**config.mk**
```make
export PLATFORM = sky130hd
export DESIGN_NAME = chaos_keystream_gen
export DESIGN_NICKNAME = d
export VERILOG_FILES = /design/src/rtl/chaos_keystream_gen.sv
export SDC_FILE = /design/constraint.sdc
export NUM_CORES = 1
export LEC_CHECK = 0
export CAP_MARGIN = 20
export CORE_UTILIZATION = 40
export DETAILED_ROUTE_END_ITERATION = 12
export PLACE_DENSITY = 0.58
export SETUP_SLACK_MARGIN = 0.3
export SYNTH_ARGS = -nofsm -noshare
export SYNTH_HDL_FRONTEND = slang
export SYNTH_SLANG_ARGS = --single-unit
```
**constraint.sdc**
```tcl
create_clock -name clk -period 12.3 [get_ports clk]
set_clock_uncertainty 0.2 [all_clocks]
set_input_delay 2.46 -clock clk [delete_from_list [all_inputs] [get_ports clk]]
set_output_delay 2.46 -clock clk [all_outputs]
set_load 0.1 [all_outputs]
```
**src/rtl/chaos_keystream_gen.sv**
```systemverilog
// chaos_keystream_gen: two-channel logistic/tent map keystream generator with one shared shift-add multiplier
module chaos_keystream_gen #(
  parameter int W = 16,
  parameter int CNT_W = 16,
  parameter logic [W-1:0] PERTURB = {{(W-1){1'b0}}, 1'b1}
) (
  input  logic             clk,
  input  logic             reset,
  input  logic             load,
  input  logic [W-1:0]     seed_a,
  input  logic [W-1:0]     seed_b,
  input  logic [W-1:0]     coef_a,
  input  logic [W-1:0]     coef_b,
  input  logic             mode_a,
  input  logic             mode_b,
  input  logic             run,
  input  logic             out_ready,
  output logic             out_valid,
  output logic [W-1:0]     key_out,
  output logic [W-1:0]     x_a,
  output logic [W-1:0]     x_b,
  output logic [CNT_W-1:0] word_count,
  output logic             busy
);
  localparam int AW = 2*W+1;
  localparam int CW = $clog2(W)+1;
  typedef enum logic [2:0] {S_IDLE, S_M1, S_M2, S_UPD, S_OUT} state_t;
  state_t state_q, state_d;
  logic ch_q, ch_d;
  logic [W-1:0] x_a_q, x_b_q, coef_a_q, coef_b_q, key_q, mp_q;
  logic mode_a_q, mode_b_q, out_valid_q;
  logic [CNT_W-1:0] words_q;
  logic [AW-1:0] mc_q, acc_q, acc_nxt, nsh;
  logic [CW-1:0] step_q;
  logic [W-1:0] x_cur, coef_cur, x_ent, coef_ent, tent_m, n_sat, n_new;
  logic [W:0] inv_x;
  logic mode_cur, mode_ent, done, hs, ent_m1, ent_m2;
  assign x_cur = ch_q ? x_b_q : x_a_q;
  assign coef_cur = ch_q ? coef_b_q : coef_a_q;
  assign mode_cur = ch_q ? mode_b_q : mode_a_q;
  assign x_ent = ch_d ? x_b_q : x_a_q;
  assign coef_ent = ch_d ? coef_b_q : coef_a_q;
  assign mode_ent = ch_d ? mode_b_q : mode_a_q;
  assign inv_x = {1'b1, {W{1'b0}}} - {1'b0, x_ent};
  assign tent_m = (x_ent < ~x_ent) ? x_ent : ~x_ent;
  assign done = step_q == CW'(W-1);
  assign hs = out_valid_q && out_ready;
  assign acc_nxt = acc_q + (mp_q[0] ? mc_q : '0);
  assign ent_m1 = state_d == S_M1 && state_q != S_M1;
  assign ent_m2 = state_d == S_M2 && state_q == S_M1;
  assign nsh = acc_q >> (W-2);
  assign n_sat = |(nsh >> W) ? '1 : nsh[W-1:0];
  assign n_new = (n_sat == '0 || n_sat == x_cur) ? n_sat ^ PERTURB : n_sat;
  assign out_valid = out_valid_q;
  assign key_out = key_q;
  assign x_a = x_a_q;
  assign x_b = x_b_q;
  assign word_count = words_q;
  assign busy = state_q != S_IDLE && state_q != S_OUT;
  // Next-state logic; load overrides everything and parks the sequencer in S_IDLE
  always_comb begin
    state_d = state_q;
    ch_d = ch_q;
    case (state_q)
      S_IDLE: if (run) begin state_d = S_M1; ch_d = 1'b0; end
      S_M1: if (done) state_d = mode_cur ? S_UPD : S_M2;
      S_M2: if (done) state_d = S_UPD;
      S_UPD: begin state_d = ch_q ? S_OUT : S_M1; ch_d = 1'b1; end
      S_OUT: if (hs) begin state_d = run ? S_M1 : S_IDLE; ch_d = 1'b0; end
      default: state_d = S_IDLE;
    endcase
    if (load) begin
      state_d = S_IDLE;
      ch_d = 1'b0;
    end
  end
  // State register and channel pointer
  always_ff @(posedge clk or posedge reset) begin
    if (reset) begin
      state_q <= S_IDLE;
      ch_q <= 1'b0;
    end else begin
      state_q <= state_d;
      ch_q <= ch_d;
    end
  end
  // Configuration capture and channel state write-back
  always_ff @(posedge clk or posedge reset) begin
    if (reset) begin
      x_a_q <= '0;
      x_b_q <= '0;
      coef_a_q <= '0;
      coef_b_q <= '0;
      mode_a_q <= 1'b0;
      mode_b_q <= 1'b0;
    end else if (load) begin
      x_a_q <= seed_a;
      x_b_q <= seed_b;
      coef_a_q <= coef_a;
      coef_b_q <= coef_b;
      mode_a_q <= mode_a;
      mode_b_q <= mode_b;
    end else if (state_q == S_UPD) begin
      if (ch_q) x_b_q <= n_new;
      else x_a_q <= n_new;
    end
  end
  // Radix-2 shift-add multiplier: operands loaded on entry to S_M1/S_M2, one multiplier bit per cycle
  always_ff @(posedge clk or posedge reset) begin
    if (reset) begin
      mc_q <= '0;
      mp_q <= '0;
      acc_q <= '0;
      step_q <= '0;
    end else if (ent_m1) begin
      mc_q <= mode_ent ? AW'(tent_m) : AW'(inv_x);
      mp_q <= mode_ent ? coef_ent : x_ent;
      acc_q <= '0;
      step_q <= '0;
    end else if (ent_m2) begin
      mc_q <= acc_nxt >> W;
      mp_q <= coef_cur;
      acc_q <= '0;
      step_q <= '0;
    end else if (state_q == S_M1 || state_q == S_M2) begin
      mc_q <= mc_q << 1;
      mp_q <= mp_q >> 1;
      acc_q <= acc_nxt;
      step_q <= step_q + 1'b1;
    end
  end
  // Output word register, handshake and accepted-word counter
  always_ff @(posedge clk or posedge reset) begin
    if (reset) begin
      out_valid_q <= 1'b0;
      key_q <= '0;
      words_q <= '0;
    end else if (load) begin
      out_valid_q <= 1'b0;
    end else if (state_q == S_UPD && ch_q) begin
      out_valid_q <= 1'b1;
      key_q <= x_a_q ^ n_new;
    end else if (hs) begin
      out_valid_q <= 1'b0;
      words_q <= words_q + 1'b1;
    end
  end
endmodule

```
## After elaboration in Yosys (flattened, before gate mapping)

Cells that the tools add are included.

| storage, ports and cells | value |
|---|---|
| register bits | 190 |
| word-level logic and storage cells | 101 |

| cells by class | value |
|---|---|
| add/subtract/negate cells | 4 |
| magnitude comparators | 1 |
| equality and inequality tests | 11 |
| mux-type cells | 46 |
| bitwise logic cells | 5 |
| reductions and logical operators | 19 |

Operator list:

| cell | count |
|---|---|
| $mux 16 | 16 |
| $mux 33 | 7 |
| $add 33x33->33 | 1 |
| $mux 3 | 6 |
| $mux 17 | 1 |
| $sub 17x16->17 const A | 1 |
| $add 16x1->16 const B | 1 |
| $eq 16x16->1 | 1 |
| $logic_not 16->1 | 1 |
| $lt 16x16->1 | 1 |
| $not 16->16 | 1 |
| $xor 16x16->16 | 1 |
| $mux 5 | 3 |
| $pmux 3 s5 | 1 |
| $mux 1 | 11 |
| $eq 3x2->1 const B | 3 |
| $reduce_bool 3->1 | 3 |
| $eq 3x1->1 const B | 2 |
| $reduce_and 2->1 | 3 |
| $add 5x1->5 const B | 1 |
| $eq 5x4->1 const B | 1 |
| $logic_and 1x1->1 | 5 |
| $reduce_bool 2->1 | 2 |
| $eq 3x3->1 const B | 1 |
| other kinds (9) | 12 |

## Logic depth before layout (Yosys ltp)

Gate-level depths: netlist (run 1).

| logic depth | value |
|---|---|
| depth after elaboration | 10 |
| mapped depth | 13 |

## Worst setup path before layout (run 1)

OpenSTA, ideal clock, no wires.

| timing path | value |
|---|---|
| path kind | in2reg |
| start | input port load |
| end | register mc_q[11] |
| setup time | 143 ps |
| arrival time | 4316 ps |
| setup slack | 7641 ps |
| cell stages on the path | 8 |
| path buffers | 2 |
| path through | clkbuf_1 nor3_4 buf_2 mux2i_1 nor2_1 xor2_1 a222oi_1 o211ai_1 |

| between the ends | value |
|---|---|
| longest elaborated chain between the ends | 7 |
| elaborated cells on any way between the ends | 16 |
| those cells by class | add/sub: 1; order compare: 1; eq/ne: 2; mux: 8; bitwise: 1; reduce/logical: 3 |

RTL lines:

| what | RTL line | RTL |
|---|---|---|
| from (decl) | 9 | `input logic load,` |
| $mux 1 | 72 | `if (load) begin` |
| $mux 16 | 41 | `assign x_ent = ch_d ? x_b_q : x_a_q;` |
| $not 16->16 | 45 | `assign tent_m = (x_ent < ~x_ent) ? x_ent : ~x_ent;` |
| $lt 16x16->1 | 45 |  |
| $mux 16 | 45 |  |
| $mux 17 | 116 | `mc_q <= mode_ent ? AW'(tent_m) : AW'(inv_x);` |
| $mux 33 | 115 | `end else if (ent_m1) begin` |
| to (signal assigned) | 116 |  |
| to (signal assigned) | 121 | `mc_q <= acc_nxt >> W;` |
| to (signal assigned) | 126 | `mc_q <= mc_q << 1;` |
| to (decl) | 33 | `logic [AW-1:0] mc_q, acc_q, acc_nxt, nsh;` |

Parallel ways exist; a longest one is shown, timed or not.
A chain may end at the register's enable or synchronous reset.

## Worst setup path after layout (run 1)

| timing path | value |
|---|---|
| start | input port run |
| end | register mc_q[14] |

| between the ends | value |
|---|---|
| longest elaborated chain between the ends | 9 |
| elaborated cells on any way between the ends | 22 |
| those cells by class | add/sub: 1; order compare: 1; eq/ne: 2; mux: 14; bitwise: 1; reduce/logical: 3 |

RTL lines:

| what | RTL line | RTL |
|---|---|---|
| from (decl) | 16 | `input logic run,` |
| $mux 1 | 65 | `S_IDLE: if (run) begin state_d = S_M1; ch_d = 1'b0; end` |
| $pmux 1 s3 | 64 | `case (state_q)` |
| $mux 1 | 72 |  |
| $mux 16 | 41 |  |
| $not 16->16 | 45 |  |
| $lt 16x16->1 | 45 |  |
| $mux 16 | 45 |  |
| $mux 17 | 116 |  |
| $mux 33 | 115 |  |

Parallel ways exist; a longest one is shown, timed or not.

==> results of run 1 <==
[final cells by class]
cell class	count	area share, %
multi-input combinational	1058	48.37
sequential	190	32.73
timing repair buffer	153	10.59
tap	390	3.359
clock buffer	20	3.213
clock inverter	12	1.137
inverter	21	0.5943
[Yosys cell counts, types with 6 or more instances]
master	count	share of area, %
nor2_1	101	3.1
o21ai_0	121	4.9
nor3_1	17	0.69
nor4_1	9	0.46
mux2_2	45	4.1
nand4_1	16	0.81
a32oi_1	12	0.85
a22o_1	27	1.9
o211ai_1	8	0.49
buf_1	8	0.24
nor2b_1	19	0.96
o31ai_1	15	0.91
nand3_1	18	0.73
clkbuf_1	85	2.6
and2_1	36	1.8
buf_2	10	0.41
and4_1	7	0.50
nand4bb_1	10	0.91
a21o_1	13	0.79
dfrtp_1	190	39
xor2_1	58	4.1
mux2i_1	56	4.5
inv_1	21	0.64
o22ai_1	7	0.36
xnor2_1	30	2.1
a211o_1	6	0.43
a21oi_1	94	3.8
a211oi_1	29	1.8
or2_2	6	0.30
ha_1	35	3.6
nand2_1	168	5.1
[kinds of logic after synthesis]
group	after synthesis	synth area share, %
and+or+nand+nor	439	17.49
AOI/OAI and AO/OA	394	20.75
DFF	190	38.58
buffers and inverters	132	4.548
muxes	101	8.660
xor gates and xnor gates	88	6.254
adders and majority gates	36	3.716
[state kept, by name, indices dropped and copies added, names as in the netlist, 3 cells and up]
signal,cells
coef_a_q,16
x_a,16
coef_b_q,16
x_b,16
mc_q,33
key_out,16
word_count,16
step_q,5
acc_q,33
state_q,3
mp_q,16
[worst min path at each step]
| stage | cells past startpoint | slack (ns) | endpoint | from |
|---|---|---|---|---|
| global placement | 1 | 0.26 | word_count[15] | word_count[15] |
| detailed placement | 1 | 0.26 | word_count[15] | word_count[15] |
| global route | 1 | 0.29 | word_count[15] | word_count[15] |
| floorplan | 2 | 0.24 | mp_q[0] | mp_q[1] |
| CTS | 1 | 0.27 | word_count[15] | word_count[15] |
| finish | 1 | 0.26 | word_count[15] | word_count[15] |
[worst max-delay path, delay by kind of cell]
kind                   cells  cell delay, ns
AO/OA/AOI/OAI              4            0.96
XOR/XNOR                   1            0.15
buffers and inverters      2            1.11
multiplexers               1            0.51
AND/OR/NAND/NOR            3            0.39
[per-stage QoR]
stage,setup WS [ns],total power [mW],std cells,instance area (um2),util [%]
after floorplan,4.470,1.240,1380,12320,-
after global placement,6.537,1.417,1809,13820,46.14
after detailed placement,6.503,1.427,1809,13820,46.14
after CTS,6.958,2.036,1841,14450,48.25
after global routing,6.762,2.136,1844,14530,48.50
final,6.885,2.028,1844,14530,48.50
[report_power, final]
group          internal, mW  switching [mW]  total (mW)
Combinational         0.233           0.359       0.593
Clock                 0.327           0.279       0.606
Sequential            0.703           0.127       0.830
[layer usage]
metal  track usage (%)  wire length (um)
met1             34.86             17830
met2             39.50             17490
met3             3.770              1939
met4             7.550               803
met5                 0                 0
==> results.md, run 1 <==
- Outcome: finished, final reports clean
- RR Endpoint: mc_q[16]
- Detail Route Antenna Nets: 0
- Largest incremental delay on the critical path: 0.64 ns
- CTS H-tree depth: 4
- DRC: 0
- Initial antenna violation count: 0
- Req. time, crit path: 12.49 ns
- Gp weighted congestion: about 0.90
- CORE AREA: around 30,000 um2
- Min Tclk post-route: roughly 5.4 ns
- CP max FO: 63
- Avg WL per Cell: slightly above 20 um
- Vias: about 11,000
- Syn Inst Count: between 1,000 and 1,500
- Layout filler cell count: around 2,900
- Flop2flop setup slack: approximately 8.0 ns
- Library cells used by synthesis: a little under 80
- Slew Viols, Final: 0
- Setup TNS: 0 ns
- TritonCTS clock tree: done
- Synthesis-stage register bit count: 190
- CTS Buf Count: 17
- Number of synthesized flops with an enable pin: 0
- First-pass GRT wire length: 60.19 mm
- Worst Hold Margin: 0.2644 ns
- Synth Net Count: 1,487
- Crit. Startpoint: run
- Num rows: 63
- Initial DRC Count: 846
- Remaining Overflow, GRT: 0
- Io pins: approximately 140
- Clock sinks: 190
- Yosys warning count: 0
- Drt pass-1 iters: 5
- HP Class: flop to flop
- Commonest non-fill, non-tap cell in the layout: dfrtp_1
- R2R depth: 14
- Hold Vio Cnt, Final: 0
- Vias in the first global route: 10,214
- Layout area overhead: 17.87%
- Port bufs: 136
- Largest net degree at the start of global routing: around 110
- # diodes: 0
- Chip width: ~180 um
- Sequential share of the synthesized area: between 30% and 40%
- HPWL Detailed: between 20 and 30 mm
- Predominant post-synthesis flop cell: dfrtp_1
- Worst slew pin tran: about 1.0 ns
- Number of max-cap violations: 0
- CP Class: primary input to flop
- Most frequent cells in the layout: dfrtp_1, nand2_1, clkdlybuf4s50_1
- Post-Syn Area: around 12,000 um2
- VDD IR max: 87.59 uV
- Max Fclk: approximately 180 MHz
- Area occupied by multi-input gates: approximately 7000 um2
- Setup crit start kind: primary input
- Root buf cell: clkbuf_16
- Initial core utilization: between 40% and 50%
- PwrDens: approximately 140 nW/um2
- Worst r2r src: mp_q[0]
- CTS Buffer Depth: 2
- Relative slew slack: 30.65%
- Syn avg cell area: slightly below 9 um2
- FF+latch area: between 4000 and 5000 um2
- DIE HEIGHT: 177.5 um
- Ys async rst share: 100.0%
- Share of layout cells above drive strength 1: 8.253%
- RSZ-0062 raised after global routing: false
- Vias per cell: a little under 6
- Leakage: 6.122 nW
- Clk pin slew, worst setup/hold paths: approximately 0.070 ns
- WP data arrival: roughly 5.6 ns
- Final WL: 38.06 mm
- Setup crit end kind: flop
- Nets: roughly 1,500
- Slowest-stage cell, CP: buf_4
- Critical path cell sequence: clkdlybuf4s50_1, nand2b_1, a21oi_1, nor3_4, buf_4, mux2_2, o21ai_1, nor2_1, xnor2_1, a211o_1, a21bo_2
- Final period utilization: ~44%
- Cts repair resizes: 0
- Overall Global Routing Usage: about a quarter
- Hold Buf Count CTS: 0
- Clock network latency to the later pin of the worst-skew pair: approximately 0.46 ns
- Setup-failing EPs final: 0
- Full die area: around 32,000 um2
- Worst Setup EP: mc_q[14]
- Setup Buffers After CTS: 0
No activity file was read; power rests on OpenSTA's default activity.
==> inputs of run 2 (changes only) <==
--- a/config.mk
+++ b/config.mk
@@ -8,7 +8,7 @@
 export CAP_MARGIN = 20
 export CORE_UTILIZATION = 40
 export DETAILED_ROUTE_END_ITERATION = 12
-export PLACE_DENSITY = 0.58
+export PLACE_DENSITY = 0.6
 export SETUP_SLACK_MARGIN = 0.3
 export SYNTH_ARGS = -nofsm -noshare
 export SYNTH_HDL_FRONTEND = slang
==> constraint.sdc (replaced) <==
create_clock -name clk -period 4.7 [get_ports clk]
set_clock_uncertainty 0.2 [all_clocks]
set_input_delay 0.94 -clock clk [delete_from_list [all_inputs] [get_ports clk]]
set_output_delay 0.94 -clock clk [all_outputs]
set_load 0.1 [all_outputs]
==> results.md, run 2 (synthesis gave the netlist of run 1 again) <==
- Outcome: finished, final reports clean
- Layout area overhead: 18.19%
- PwrDens: between 300 and 400 nW/um2
- VDD IR max: 289.1 uV
- CP Class: flop to flop
- Commonest non-fill, non-tap cell in the layout: dfrtp_1
- Root buf cell: clkbuf_16
- Drt pass-1 iters: 7
- Switch share: between 30% and 40%
- First-pass GRT wire length: 59.39 mm
- Switching pwr: approximately 2.0 mW
- DRC: 0
- Setup crit end kind: flop
- RSZ-0062 raised after global routing: false
- WP data arrival: 4.00 ns
- Io pins: roughly 140
- CTS H-tree depth: 4
- HP Class: flop to flop
- Initial DRC Count: a little under 1,000
- Slowest-stage cell, CP: nand2_1
- Initial core utilization: approximately 41%
- Max Fclk: 258.5 MHz
- Detail Route Antenna Nets: 0
- Vias in the first global route: just over 10,000
- Min Tclk post-route: roughly 3.9 ns
- HPWL Detailed: ~27 mm
- Vias per cell: 5.810
- TritonCTS clock tree: done
- Worst slew pin tran: between 1 and 1.5 ns
- Sequential power share: 40.7%
- Gp weighted congestion: roughly 0.92
- Slew Viols, Final: 0
- Avg WL per Cell: ~20 um
- Initial antenna violation count: 0
- DIE HEIGHT: approximately 180 um
- Final period utilization: about 80%
- # diodes: 0
- Port bufs: about 140
- Vias: about 11,000
- Setup-failing EPs final: 0
- Remaining Overflow, GRT: 0
- Most frequent cells in the layout: dfrtp_1, nand2_1, clkdlybuf4s50_1
- Hold Buf Count CTS: 0
- Setup TNS: 0 ns
- Biggest regs: acc_q x33, mc_q x33
- CTS Buf Count: 17
- Layout filler cell count: ~2,900
- CORE AREA: 29,950 um2
- Clk pwr share: between 20 and 30%
- Number of max-cap violations: 0
- Int Power: around 3.3 mW
- Setup crit start kind: flop
- Clock sinks: 190
- Chip width: about 180 um
- Setup Buffers After CTS: 0
- Num rows: 63
- Final core utilization: about half
- Clk pin slew, worst setup/hold paths: roughly 0.08 ns
- Leakage: about 6.2 nW
- Combinational share of power: between 20% and 30%
- CTS Buffer Depth: 2
- Largest net degree at the start of global routing: 95
- Nets: roughly 1,600
- Clock network latency to the later pin of the worst-skew pair: about 0.46 ns
- Largest incremental delay on the critical path: around 0.94 ns
- CP max FO: 23
- Final WL: ~38 mm
- Req. time, crit path: between 4 and 5 ns
- Full die area: 31,520 um2
- Critical path cell sequence: ha_1, and3_1, ha_1, or2_2, a31oi_1, nand4_1, nand2_1, o21ai_0, nand2_1, o21ai_0
- Hold Vio Cnt, Final: 0
- Relative slew slack: around 32%
- Share of layout cells above drive strength 1: roughly 9%
- Overall Global Routing Usage: 24.65%
- Cts repair resizes: 0
-- run 2: power groups by stage --
stage               Combinational, mW  Clock (mW)  Sequential, mW
floorplan                        1.01           0            2.23
global placement                 1.55           0            2.19
detailed placement               1.57           0            2.19
CTS                              1.57        1.62            2.16
global route                     1.73        1.69            2.19
finish                           1.57        1.59            2.17
-- run 2: path summary, 6_finish.rpt --
| kind | from | slack, ns | to | cells past startpoint |
|---|---|---|---|---|
| worst max-delay path | step_q[0] | 0.83 | step_q[2] | 10 |
| worst min-delay path | word_count[15] | 0.27 | word_count[15] | 1 |
| worst max register to register | step_q[0] | 0.83 | step_q[2] | 10 |
| worst min register to register | word_count[15] | 0.27 | word_count[15] | 1 |
| max in group asynchronous | reset | 2.55 | coef_b_q[8] | 3 |
| min in group asynchronous | reset | 0.78 | acc_q[7] | 2 |
-- run 2: final cells by class --
cell class,instances,area (um2),area share (%)
Clock inverter,15,195.2,1.340
Tap cell,390,488.0,3.350
Timing Repair Buffer,164,1594,10.94
Multi-Input combinational cell,1058,7027,48.24
Clock buffer,17,425.4,2.920
Inverter,21,82.58,0.5669
Sequential cell,190,4755,32.64
-- run 2: worst max-delay path: cells and delay by family, from the launching register on --
| kind | cells | cell delay, ns |
|---|---|---|
| fa+ha+maj | 2 | 0.47 |
| simple gates | 5 | 2.12 |
| compound gates | 3 | 0.53 |
| flops | 1 | 0.41 |
-- run 2: metrics by stage --
step	setup WS (ns)	power, mW	hold slack (ns)	area (um2)	instances
final	0.8315	5.331	0.2666	14570	1855
after global routing	0.5458	5.607	0.2789	14570	1855
after CTS	0.8325	5.351	0.2756	14570	1855
after detailed placement	0.6835	3.756	0.2637	13950	1823
after global placement	0.6444	3.737	0.2557	13950	1823
after floorplan	1.112	3.244	0.2386	12330	1380
-- run 2: per-layer routing --
metal  vias up  wire [um]  track usage (%)
met5         -          0                0
met4         0       1128            9.615
met3        61       1825            3.685
met2       340      17170            38.62
met1      5272      17570            34.07
li1       5104          -                -
==> inputs of run 3 (changes only) <==
==> constraint.sdc (replaced) <==
create_clock -name clk -period 3.2 [get_ports clk]
set_clock_uncertainty 0.2 [all_clocks]
set_input_delay 0.64 -clock clk [delete_from_list [all_inputs] [get_ports clk]]
set_output_delay 0.64 -clock clk [all_outputs]
set_load 0.1 [all_outputs]
==> results.md, run 3 (synthesis gave the netlist of run 1 again) <==
- Outcome: finished with violations
- DIE HEIGHT: approximately 180 um
- Initial antenna violation count: 0
- Vias in the first global route: 11,609
- VDD IR max: roughly 430 uV
- Post-route cell area: ~17,000 um2
- Port bufs: between 100 and 150
- Overall Global Routing Usage: between 20% and 30%
- CP max FO: 17
- Nets: approximately 1,800
- CORE AREA: approximately 30,000 um2
- Slowest-stage cell, CP: dfrtp_1
- CTS Buffer Depth: 2
- RSZ-0062 raised after global routing: true
- Crit-path leading delay family: compound AO/OA/AOI/OAI gates
- Leakage: 7.421 nW
- Clock sinks: 190
- CTS Buf Count: 17
- Setup-failing EPs final: 23
- Finished Layout Cells: 2,060
- Worst slew pin tran: between 0.8 and 0.9 ns
- Hold Vio Cnt, Final: 0
- Max Fclk: slightly below 300 MHz
- Total power: 8.525 mW
- TritonCTS clock tree: done
- Final period utilization: 105.2%
- Largest incremental delay on the critical path: roughly 0.42 ns
- Setup crit start kind: flop
- Setup crit end kind: flop
- Hold Buf Count CTS: 0
- Final setup margin: -0.1654 ns
- WP data arrival: 3.51 ns
- HP Class: flop to flop
- Req. time, crit path: about 3.3 ns
- Gp weighted congestion: roughly 0.95
- Initial DRC Count: between 1,000 and 1,500
- Min Tclk post-route: approximately 3.4 ns
- Setup TNS: -2.060 ns
- Drt pass-1 iters: 8
- Failing checks: setup timing
- Root buf cell: clkbuf_16
- First-pass GRT wire length: between 60 and 70 mm
- # diodes: 0
- Vias per cell: 5.756
- Placed cell area: 15,200 um2
- Biggest regs: acc_q x33, mc_q x33
- Chip width: 177.5 um
- Final core utilization: between 50% and 60%
- Largest net degree at the start of global routing: roughly 110
- Full die area: roughly 32,000 um2
- Slew Viols, Final: 0
- Crit path buffers/inverters: 4
- Share of layout cells above drive strength 1: 29.34%
- HPWL Detailed: between 30 and 40 mm
- Layout area overhead: 36.85%
- Most used cell, CP: buf_4
- Critical path cell sequence: buf_12, and2_4, ha_4, buf_4, a211o_1, o211ai_1, a21oi_2, a211o_1, o31ai_4, o211ai_1, buf_4, xnor2_2, buf_4, a22o_1
- Vias: between 10,000 and 15,000
- DP Cell Count: 1,979
- DRC: 0
- Initial core utilization: between 40% and 50%
- Final WL: 43.29 mm
- Number of max-cap violations: 0
- Detail Route Antenna Nets: 0
- Commonest non-fill, non-tap cell in the layout: buf_4
- Clk pin slew, worst setup/hold paths: 0.08 ns
- CTS H-tree depth: 4
- Io pins: between 100 and 150
- Avg WL per Cell: ~21 um
- Num rows: 63
- Most frequent cells in the layout: buf_4, dfrtp_1, nand2_1
- CP Class: flop to flop
- Setup WS pre-CTS: -0.2160 ns
- PwrDens: about 510 nW/um2
- Worst Hold Margin: between 0.2 and 0.3 ns
- Remaining Overflow, GRT: 0
- Clock network latency to the later pin of the worst-skew pair: around 0.45 ns
- Relative slew slack: 46.17%
[run 3: cell types whose count changed in the layout (fill, tap and decap cells not counted), sizes merged]
cell,before,now
buf,29,295
bufbuf,0,1
bufinv,3,1
clkbuf,17,21
clkdlybuf4s50,135,69
clkinv,4,6
clkinvlp,1,3
inv,28,26
[run 3: area by class of cell]
class	count	area, um2
fillers	2667	13090
clock inverters	15	155.1
well taps	390	488.0
clock buffers	17	425.4
flip-flops and latches	190	4757
inverters	21	82.58
multi-input cells	1058	7602
repair buffers	369	3356
[run 3: report_power, final]
group / leakage [nW] / switching [mW] / internal, mW
sequential: 2.41 / 0.390 / 2.71
clock: 0.281 / 1.06 / 1.10
combinational: 4.73 / 1.79 / 1.48
[run 3: per-layer routing]
layer,routed length [um],vias to the layer above,global-route usage [%]
met2,20240,420,43.99
met1,19130,5854,37.21
met3,2799,76,4.884
met5,0,-,0
li1,-,5508,-
met4,1124,0,7.906
[run 3: what timing repair did]
action,in CTS,in global routing
buffers inserted,16,27
hold endpoints to repair,0,0
gates cloned,2,4
gates resized for setup,38,100
pin swaps,18,31
endpoints found under the setup margin,82,79
[run 3: final timing paths]
path | from | endpoint | slack [ns] | depth (start not counted)
max in group asynchronous | reset | acc_q[27] | 1.77 | 3
hold / removal | word_count[15] | word_count[15] | 0.27 | 1
min in group asynchronous | reset | step_q[2] | 0.50 | 3
hold reg to reg | word_count[15] | word_count[15] | 0.27 | 1
setup reg to reg | mp_q[0] | acc_q[23] | -0.17 | 14
setup / recovery | mp_q[0] | acc_q[23] | -0.17 | 14
